$ cat config.mk
export PLATFORM = sky130hd
export DESIGN_NAME = fifo_wr_arbiter_flat
export DESIGN_NICKNAME = d
export VERILOG_FILES = /design/src/rtl/fifo_wr_arbiter_if.sv /design/src/rtl/fifo_wr_arbiter.sv /design/src/flat_wrapper.sv
export SDC_FILE = /design/constraint.sdc
export NUM_CORES = 1
export LEC_CHECK = 0
export CAP_MARGIN = 20
export CORE_ASPECT_RATIO = 0.7
export CORE_MARGIN = 10
export CORE_UTILIZATION = 35
export DETAILED_ROUTE_END_ITERATION = 8
export GPL_ROUTABILITY_DRIVEN = 0
export PLACE_DENSITY_LB_ADDON = 0.05
export SYNTH_ARGS = -nofsm -noshare
export SYNTH_HDL_FRONTEND = slang
export SYNTH_SLANG_ARGS = --single-unit
export TNS_END_PERCENT = 1
$ cat constraint.sdc
create_clock -name clk -period 2.9 [get_ports clk]
set_input_delay 0.725 -clock clk [delete_from_list [all_inputs] [get_ports clk]]
set_output_delay 0.725 -clock clk [all_outputs]
set_load 0.05 [all_outputs]
$ cat src/rtl/fifo_wr_arbiter_if.sv
// Write-side bundle between NREQ requesters, the arbiter and the FIFO write port.
//
// Handshakes (both valid/ready style):
//   requester -> arbiter : word i moves in a cycle with req[i] & gnt[i];
//                          req is a level held until granted, gnt is one-hot.
//   arbiter   -> FIFO    : word moves in a cycle with insert & ~full;
//                          insert/dataIn hold steady while full is high.
//
// Signals:
//   req, req_data, flush_req, full   : into the arbiter
//   gnt, insert, dataIn, flush,
//   flush_done, word_cnt             : out of the arbiter
//   state_dbg                        : arbiter FSM state (0 = RUN, 1 = FLUSH)
interface fifo_wr_arbiter_if #(
  parameter int DATASIZE = 32,
  parameter int NREQ     = 4
);
  logic [NREQ-1:0]          req;
  logic [NREQ*DATASIZE-1:0] req_data;
  logic [NREQ-1:0]          gnt;
  logic                     flush_req;
  logic                     full;
  logic                     insert;
  logic [DATASIZE-1:0]      dataIn;
  logic                     flush;
  logic                     flush_done;
  logic [15:0]              word_cnt;
  logic                     state_dbg;

  // Environment side: requesters plus the FIFO's full flag.
  modport master (
    output req, req_data, flush_req, full,
    input  gnt, insert, dataIn, flush, flush_done, word_cnt, state_dbg
  );

  // Arbiter side.
  modport slave (
    input  req, req_data, flush_req, full,
    output gnt, insert, dataIn, flush, flush_done, word_cnt, state_dbg
  );
endinterface

$ cat src/rtl/fifo_wr_arbiter.sv
// Round-robin arbiter sharing one FIFO write port between NREQ requesters.
// The granted word is registered into a one-entry output stage that holds
// while the FIFO is full. A flush request discards the held word and drives
// the FIFO flush line for FLUSH_CYCLES cycles, then pulses flush_done and
// restarts arbitration from requester 0 with the word counter cleared.
//
// Ports:
//   clk  : FIFO write clock
//   rst  : synchronous, active-high reset
//   bus  : fifo_wr_arbiter_if.slave (requests, grants, FIFO write port,
//          flush control, word counter, FSM state)
module fifo_wr_arbiter #(
  parameter int DATASIZE     = 32,
  parameter int NREQ         = 4,
  parameter int FLUSH_CYCLES = 4
) (
  input  logic                clk,
  input  logic                rst,
  fifo_wr_arbiter_if.slave    bus
);

  localparam int PW = (NREQ > 1) ? $clog2(NREQ) : 1;

  typedef enum logic {
    RUN   = 1'b0,
    FLUSH = 1'b1
  } state_t;

  state_t              state, state_nxt;
  logic [PW-1:0]       ptr, ptr_nxt;
  logic [3:0]          fcnt;
  logic                slot_free;
  logic                flush_last;
  logic                grant_ok;
  logic                found;
  logic [NREQ-1:0]     gnt_c;
  logic [DATASIZE-1:0] win_data;

  // Output stage can accept a word when empty or draining this cycle.
  assign slot_free  = ~bus.insert | ~bus.full;
  assign flush_last = (state == FLUSH) && (fcnt == 4'(FLUSH_CYCLES - 1));
  assign grant_ok   = ~rst && (state == RUN) && slot_free && ~bus.flush_req;

  // Next-state logic.
  always_comb begin
    state_nxt = state;
    case (state)
      RUN:     if (bus.flush_req) state_nxt = FLUSH;
      FLUSH:   if (flush_last)    state_nxt = RUN;
      default: state_nxt = RUN;
    endcase
  end

  // Round-robin scan: first pass covers indices ptr..NREQ-1, second pass
  // wraps to 0..ptr-1, so the first set request at or after ptr wins.
  always_comb begin
    gnt_c    = '0;
    win_data = '0;
    ptr_nxt  = ptr;
    found    = 1'b0;
    if (grant_ok) begin
      for (int p = 0; p < 2; p++) begin
        for (int i = 0; i < NREQ; i++) begin
          if (!found && bus.req[i] &&
              ((p == 0) ? (PW'(i) >= ptr) : (PW'(i) < ptr))) begin
            found    = 1'b1;
            gnt_c[i] = 1'b1;
            win_data = bus.req_data[i*DATASIZE +: DATASIZE];
            ptr_nxt  = (i == NREQ - 1) ? '0 : PW'(i + 1);
          end
        end
      end
    end
  end

  assign bus.gnt       = gnt_c;
  assign bus.state_dbg = state;

  always_ff @(posedge clk) begin
    if (rst) begin
      state          <= RUN;
      ptr            <= '0;
      fcnt           <= '0;
      bus.insert     <= 1'b0;
      bus.dataIn     <= '0;
      bus.flush      <= 1'b0;
      bus.flush_done <= 1'b0;
      bus.word_cnt   <= '0;
    end else begin
      state          <= state_nxt;
      bus.flush_done <= flush_last;

      // A word leaving on the flush-entry cycle still counts; the clear
      // happens only as the flush sequence completes.
      if (flush_last)
        bus.word_cnt <= '0;
      else if (bus.insert && !bus.full)
        bus.word_cnt <= bus.word_cnt + 16'd1;

      case (state)
        RUN: begin
          fcnt <= '0;
          if (bus.flush_req) begin
            bus.insert <= 1'b0;   // held word is discarded
            bus.flush  <= 1'b1;
          end else if (found) begin
            bus.insert <= 1'b1;
            bus.dataIn <= win_data;
            ptr        <= ptr_nxt;
          end else if (slot_free) begin
            bus.insert <= 1'b0;
          end
        end
        FLUSH: begin
          bus.insert <= 1'b0;
          if (flush_last) begin
            bus.flush <= 1'b0;
            ptr       <= '0;
            fcnt      <= '0;
          end else begin
            fcnt <= fcnt + 4'd1;
          end
        end
        default: begin
          bus.insert <= 1'b0;
          bus.flush  <= 1'b0;
        end
      endcase
    end
  end

endmodule

$ cat src/flat_wrapper.sv
// flat-port wrapper written by rule: the top's interface ports become plain ports
module fifo_wr_arbiter_flat 
#(
  parameter int DATASIZE     = 32,
  parameter int NREQ         = 4,
  parameter int FLUSH_CYCLES = 4
)
  (clk, rst, bus_req, bus_req_data, bus_flush_req, bus_full, bus_gnt, bus_insert, bus_dataIn, bus_flush, bus_flush_done, bus_word_cnt, bus_state_dbg);
  fifo_wr_arbiter_if #(.DATASIZE(DATASIZE), .NREQ(NREQ)) bus_i ();
  input  logic clk;
  input  logic rst;
  input wire logic [$bits(bus_i.req)-1:0] bus_req;
  input wire logic [$bits(bus_i.req_data)-1:0] bus_req_data;
  input wire logic [$bits(bus_i.flush_req)-1:0] bus_flush_req;
  input wire logic [$bits(bus_i.full)-1:0] bus_full;
  output wire logic [$bits(bus_i.gnt)-1:0] bus_gnt;
  output wire logic [$bits(bus_i.insert)-1:0] bus_insert;
  output wire logic [$bits(bus_i.dataIn)-1:0] bus_dataIn;
  output wire logic [$bits(bus_i.flush)-1:0] bus_flush;
  output wire logic [$bits(bus_i.flush_done)-1:0] bus_flush_done;
  output wire logic [$bits(bus_i.word_cnt)-1:0] bus_word_cnt;
  output wire logic [$bits(bus_i.state_dbg)-1:0] bus_state_dbg;
  assign bus_i.req = bus_req;
  assign bus_i.req_data = bus_req_data;
  assign bus_i.flush_req = bus_flush_req;
  assign bus_i.full = bus_full;
  assign bus_gnt = bus_i.gnt;
  assign bus_insert = bus_i.insert;
  assign bus_dataIn = bus_i.dataIn;
  assign bus_flush = bus_i.flush;
  assign bus_flush_done = bus_i.flush_done;
  assign bus_word_cnt = bus_i.word_cnt;
  assign bus_state_dbg = bus_i.state_dbg;
  fifo_wr_arbiter #(.DATASIZE(DATASIZE), .NREQ(NREQ), .FLUSH_CYCLES(FLUSH_CYCLES)) u_core (.clk(clk), .rst(rst), .bus(bus_i));
endmodule
**Word-level counts from Yosys, hierarchy flattened**

Index checks and enable logic that the tools add are counted.

- Bits in writable memories: 0
- Word-level logic and storage cells: 122
- Output and inout port bits: 56
- Latch bits: 0
- Register bits: 58
- Bits of input ports: 136
- ROM bits: 0
- Memories kept: 0

- Divide/modulo/power cells: 0
- Muxes and demuxes: 58
- Add/sub/neg operators: 2
- Reduce and logical (&&, ||, !) cells: 32
- Shift-type cells: 0
- Eq/ne operators: 8
- Bitwise operators: 6
- $lt $le $gt $ge: 8
- Multiply operators: 0

Operators with widths:

| cell | count |
|---|---|
| 32-bit two-way mux | 9 |
| 1-bit two-way mux | 30 |
| 2-bit two-way mux | 12 |
| 1-bit logical AND | 20 |
| 16-bit by 1-bit adder with 16-bit output (second input constant) | 1 |
| 9-bit inequality test (second input constant) | 1 |
| 1-bit logical NOT | 8 |
| 4-bit two-way mux | 2 |
| 4-bit case mux with 2 select lines | 1 |
| 2-bit inequality test (second input constant) | 3 |
| 1-bit case mux with 2 select lines | 3 |
| 1-bit inverter | 5 |
| 5-bit AND reduction | 1 |
| 4-bit by 1-bit adder with 4-bit output (second input constant) | 1 |
| 4-bit by 2-bit equality test with 1-bit output (second input constant) | 1 |
| 1-bit by 2-bit greater-or-equal comparator with 1-bit output (first input constant) | 2 |
| 2-bit greater-or-equal comparator (first input constant) | 2 |
| 1-bit by 2-bit < comparator with 1-bit output (first input constant) | 2 |
| 2-bit < comparator (first input constant) | 2 |
| 2-bit by 1-bit inequality test with 1-bit output (second input constant) | 2 |
| 4-bit by 2-bit inequality test with 1-bit output (second input constant) | 1 |
| 2-bit case mux with 2 select lines | 1 |
| 3-bit AND reduction | 1 |
| 2-bit AND reduction | 1 |
| other kinds (2) | 2 |

**Logic depth before layout (Yosys ltp)**

- Word-level depth: 43
- Depth in mapped cells: 8

**Worst setup path before layout**

Ideal clock, no wire load.

- Kind: input port to output port
- Start: input bus_req[0]
- End: output bus_gnt[2]
- Path buffers: 3
- Data arrival time: 2508 ps
- Data required time: 2175 ps
- Slack: -333 ps
- Cell stages on the path: 7
- Cells stage by stage: buf_2 nor3_2 and4_1 buf_2 clkbuf_1 nor2_1 nor2_1

- Longest elaborated chain between the ends: 33
- Elaborated cells between the ends (all ways): 34
- Classes of those cells: mux: 15; reduce/logical: 19

RTL lines:

| what | RTL line | source |
|---|---|---|
| from (decl) | flat_wrapper.sv:12 | `input wire logic [$bits(bus_i.req)-1:0] bus_req;` |
| 1-bit logical AND | fifo_wr_arbiter.sv:64 | `if (!found && bus.req[i] &&` |
| 1-bit two-way mux | fifo_wr_arbiter.sv:64 |  |
| 1-bit two-way mux | fifo_wr_arbiter.sv:61 | `if (grant_ok) begin` |
| 1-bit logical NOT | fifo_wr_arbiter.sv:64 |  |
| 1-bit logical AND (2 in series) | fifo_wr_arbiter.sv:64 |  |
| 1-bit two-way mux | fifo_wr_arbiter.sv:64 |  |
| 1-bit two-way mux | fifo_wr_arbiter.sv:61 |  |
| 1-bit logical NOT | fifo_wr_arbiter.sv:64 |  |
| [... 14 more ...] | n/a |  |
| 1-bit logical NOT | fifo_wr_arbiter.sv:64 |  |
| 1-bit logical AND (2 in series) | fifo_wr_arbiter.sv:64 |  |
| 1-bit two-way mux | fifo_wr_arbiter.sv:64 |  |
| 1-bit two-way mux | fifo_wr_arbiter.sv:61 |  |
| 1-bit logical NOT | fifo_wr_arbiter.sv:64 |  |
| 1-bit logical AND (2 in series) | fifo_wr_arbiter.sv:64 |  |
| 1-bit two-way mux * | fifo_wr_arbiter.sv:64 |  |
| 4-bit two-way mux * | fifo_wr_arbiter.sv:61 |  |
| to (decl) | flat_wrapper.sv:16 | `output wire logic [$bits(bus_i.gnt)-1:0] bus_gnt;` |

Every way passes the cells marked *; elsewhere a longest branch is shown, timed or not. The select of a mux whose other input is x is not followed.

**Worst setup path after layout**

- Start: input bus_flush_req
- End: output bus_gnt[1]

- Longest elaborated chain between the ends: 3

RTL lines:

| what | RTL line | source |
|---|---|---|
| from (decl) | flat_wrapper.sv:14 | `input wire logic [$bits(bus_i.flush_req)-1:0] bus_flush_req;` |
| 1-bit inverter (no line) | n/a |  |
| 1-bit logical AND | fifo_wr_arbiter.sv:42 | `assign grant_ok = ~rst && (state == RUN) && slot_free && ~bus.flush_req;` |
| 4-bit two-way mux | fifo_wr_arbiter.sv:61 |  |

Every way passes these cells.

==> results.tsv <==
stage	metric	value	unit
run_status	status	completed	
synthesis	Net Count, Synth	694	
placement	Area after DPL	6670	µm²
placement	HPWL after detailed placement	14100	µm
cells_and_area	Non-Filler Instances	912	
synthesis	Synth Instances	556	
synthesis	Post-synth ARST share	0	%
grt	vias in the first global route	5618	
worst_setup_path	crit path DAT	2.12	ns
grt	remaining global-route overflow	0	
placement	dpl cells	895	
synthesis	number of synthesized flops with an enable pin	0	
cts	Num CTS Buffers	9	
power	Flop pwr share	29.1	%
drt	drt total wl	19600	µm
cts	Clock Latency Late Sink	0.34	ns
sta	Final Skew	0.00947	ns
worst_setup_path	Crit Path Class	input port to output port	
cts	CTS Sinks	58	
sta	slew of the pin with the lowest slew margin	0.632	ns
cts	post-cts hold buffer count	0	
cts	clock root buffer	clkbuf_16	
worst_hold_path	Hold/Removal Path Class	register to register	
worst_setup_path	launching element type of the critical path	input port	
synthesis	#FFs+latches synth	58	
synthesis	syn_area_per_cell	7.93	µm²
floorplan	Die W	154	µm
cts	Bufs on Longest Clock Path	2	
grt	largest net degree at the start of global routing	36	
power	Worst VDD drop	0.000304	V
synthesis	Seq/Total Area, Yosys	26.3	%
worst_setup_path	CP cell instances	clkdlybuf4s50_1, a2111o_1, nor2_1, buf_12	
power	Clock Power Share	39.3	%
synthesis	main flop type after synthesis	dfxtp_1	
placement	# port buffers	191	
worst_setup_path	Crit path required time	2.17	ns
cells_and_area	Area growth, synth to finish	58.9	%
synthesis	post-synth cell types	63	
sta	fmax	0.351	GHz
power	Internal	2.06	mW
floorplan	# IOs	192	
worst_setup_path	setup slack, reg-to-reg	0.78	ns
cells_and_area	layout cells sized above 1	13.5	%
sta	final setup TNS	0	ns
grt	Total GRT Usage	21.2	%
floorplan	Die Footprint	17600	µm²
grt	initial antenna violation count	1	
floorplan	DIE HEIGHT	114	µm
drt	WL per Instance	21.5	µm
drt	via count	5427	
power	Sw Ratio	33.3	%
drt	Final ANT Viol Nets	0	
job	MaxCap Viol Count	0	
sta	Setup violations, final	0	
sta	ratio of final minimum period to clock period	98.1	%
worst_setup_path	Critical Path End Type	output port	
floorplan	Row Count	34	
worst_setup_path	CP Max Fanout	6	
cells_and_area	commonest non-fill, non-tap cells in the layout	clkdlybuf4s50_1 (183), dfxtp_1 (57), nand3_1 (53), nor2_1 (40), nand2_1 (40)	
power	Combinational Power Share	31.6	%
sta	final hold viol count	0	
power	Net Sw Power	1.03	mW
floorplan	initial core utilization	35.6	%
worst_setup_path	Slowest Stage Delay on Critical Path	0.54	ns
cells_and_area	Final Instance Area	7010	µm²
cts	Worst-path clk slew	0.06	ns
cells_and_area	leading cell type in the layout, fill and taps excluded	clkdlybuf4s50_1	
power	Leak	2.41	nW
sta	RSZ-0062 raised after global routing	false	
sta	Tmin final	2.85	ns
drt	drt pass-1 iters	5	
synthesis	yosys warns	0	
grt	first-pass GRT wire length	30500	µm
synthesis	Mapped Area	4410	µm²
sta	final hold slack	0.469	ns
floorplan	core outline area	12400	µm²
worst_setup_path	Worst path slowest cell	a2111o_1	
cells_and_area	Total Nets Final	882	
drt	DR vias/cell	5.95	
drt	starting DRC count in detailed routing	420	
sta	slew margin rel.	57.8	%
drt	# DRC	0	
cts	CTS tree	built	
power	total power	3.08	mW
cts	H-tree depth reported by CTS	3	
power	PD cells	440	nW/µm²
sta	Slew Viols, Final	0	
## critical path, delay by kind of cell
family	cells	cell delay, ns
buffers and inverters	2	0.60
AOI/OAI and AO/OA	1	0.54
and+or+nand+nor	1	0.25
## per-layer routing
| metal | global-route usage [%] | share of wire, % | up-vias |
|---|---|---|---|
| met5 | 0 | 0 | - |
| met4 | 6.47 | 1.6 | 0 |
| met3 | 7.63 | 11 | 28 |
| met2 | 32.8 | 44 | 316 |
| met1 | 27.0 | 43 | 2552 |
| li1 | - | - | 2531 |
## through the flow
step	util, %	setup WS, ns
after floorplan	-	-0.145
after global placement	53.9	0.0200
after detailed placement	53.9	-0.00648
after CTS	56.5	0.00211
after global routing	56.6	0.00327
final	56.6	0.0539
## layout make-up
class,count,area [µm²]
inverters,7,26.3
multi-input cells,438,2990
repair buffers,230,2300
fillers,1099,5370
well taps,162,203
flip-flops and latches,58,1160
clock buffers,9,225
diodes,1,2.50
clock inverters,7,101
## synthesized netlist by cell type, types with 16 or more instances
| cell | instances | share of area [%] |
|---|---|---|
| a21oi_1 | 38 | 4.3 |
| buf_2 | 21 | 2.4 |
| clkbuf_1 | 19 | 1.6 |
| dfxtp_1 | 58 | 26 |
| nand2_1 | 40 | 3.4 |
| nand2b_1 | 17 | 2.4 |
| nand3_1 | 53 | 6.0 |
| nor2_1 | 42 | 3.6 |
| nor3_1 | 16 | 1.8 |
| o22ai_1 | 19 | 2.7 |
## worst paths after layout
| kind | startpoint | endpoint | cells after the start |
|---|---|---|---|
| max | bus_flush_req | bus_gnt[1] | 4 |
| max reg2reg | u_core.ptr[1] | u_core.bus.dataIn[16] | 7 |
| min | u_core.fcnt[0] | u_core.fcnt[0] | 1 |
| min reg2reg | u_core.fcnt[0] | u_core.fcnt[0] | 1 |
## kinds of logic (layout without fill, tap and decap cells)
logic type	after synthesis	in the layout	synth area share (%)
compound gates	202	202	35.8
simple gates	202	202	23.5
buf+inv	60	253	6.64
flops	58	58	26.3
xor+xnor	16	16	3.18
mux	16	16	4.06
fa+ha+maj	2	2	0.567
other cells	0	1	0
## registers in the layout, indices dropped and copies added, names as in the netlist
register,count
u_core.bus.dataIn,32
u_core.bus.insert,1
u_core.ptr,2
u_core.bus.word_cnt,16
u_core.fcnt,4
u_core.bus.flush_done,1
u_core.bus.flush,1
u_core.bus.state_dbg,1
## power by group through the flow
stage	logic, mW	registers (mW)	clock network [mW]
floorplan	0.330	1.10	0
global placement	0.956	0.913	0
detailed placement	0.966	0.914	0
global route	1.03	0.905	1.26
CTS	0.970	0.897	1.22
finish	0.975	0.898	1.21
## timing repair
item / in CTS / in global routing
setup endpoints to repair: 0 / 4
gates resized for setup: 0 / 4
buffers inserted: 0 / 0
No activity file was read; power rests on OpenSTA's default activity.
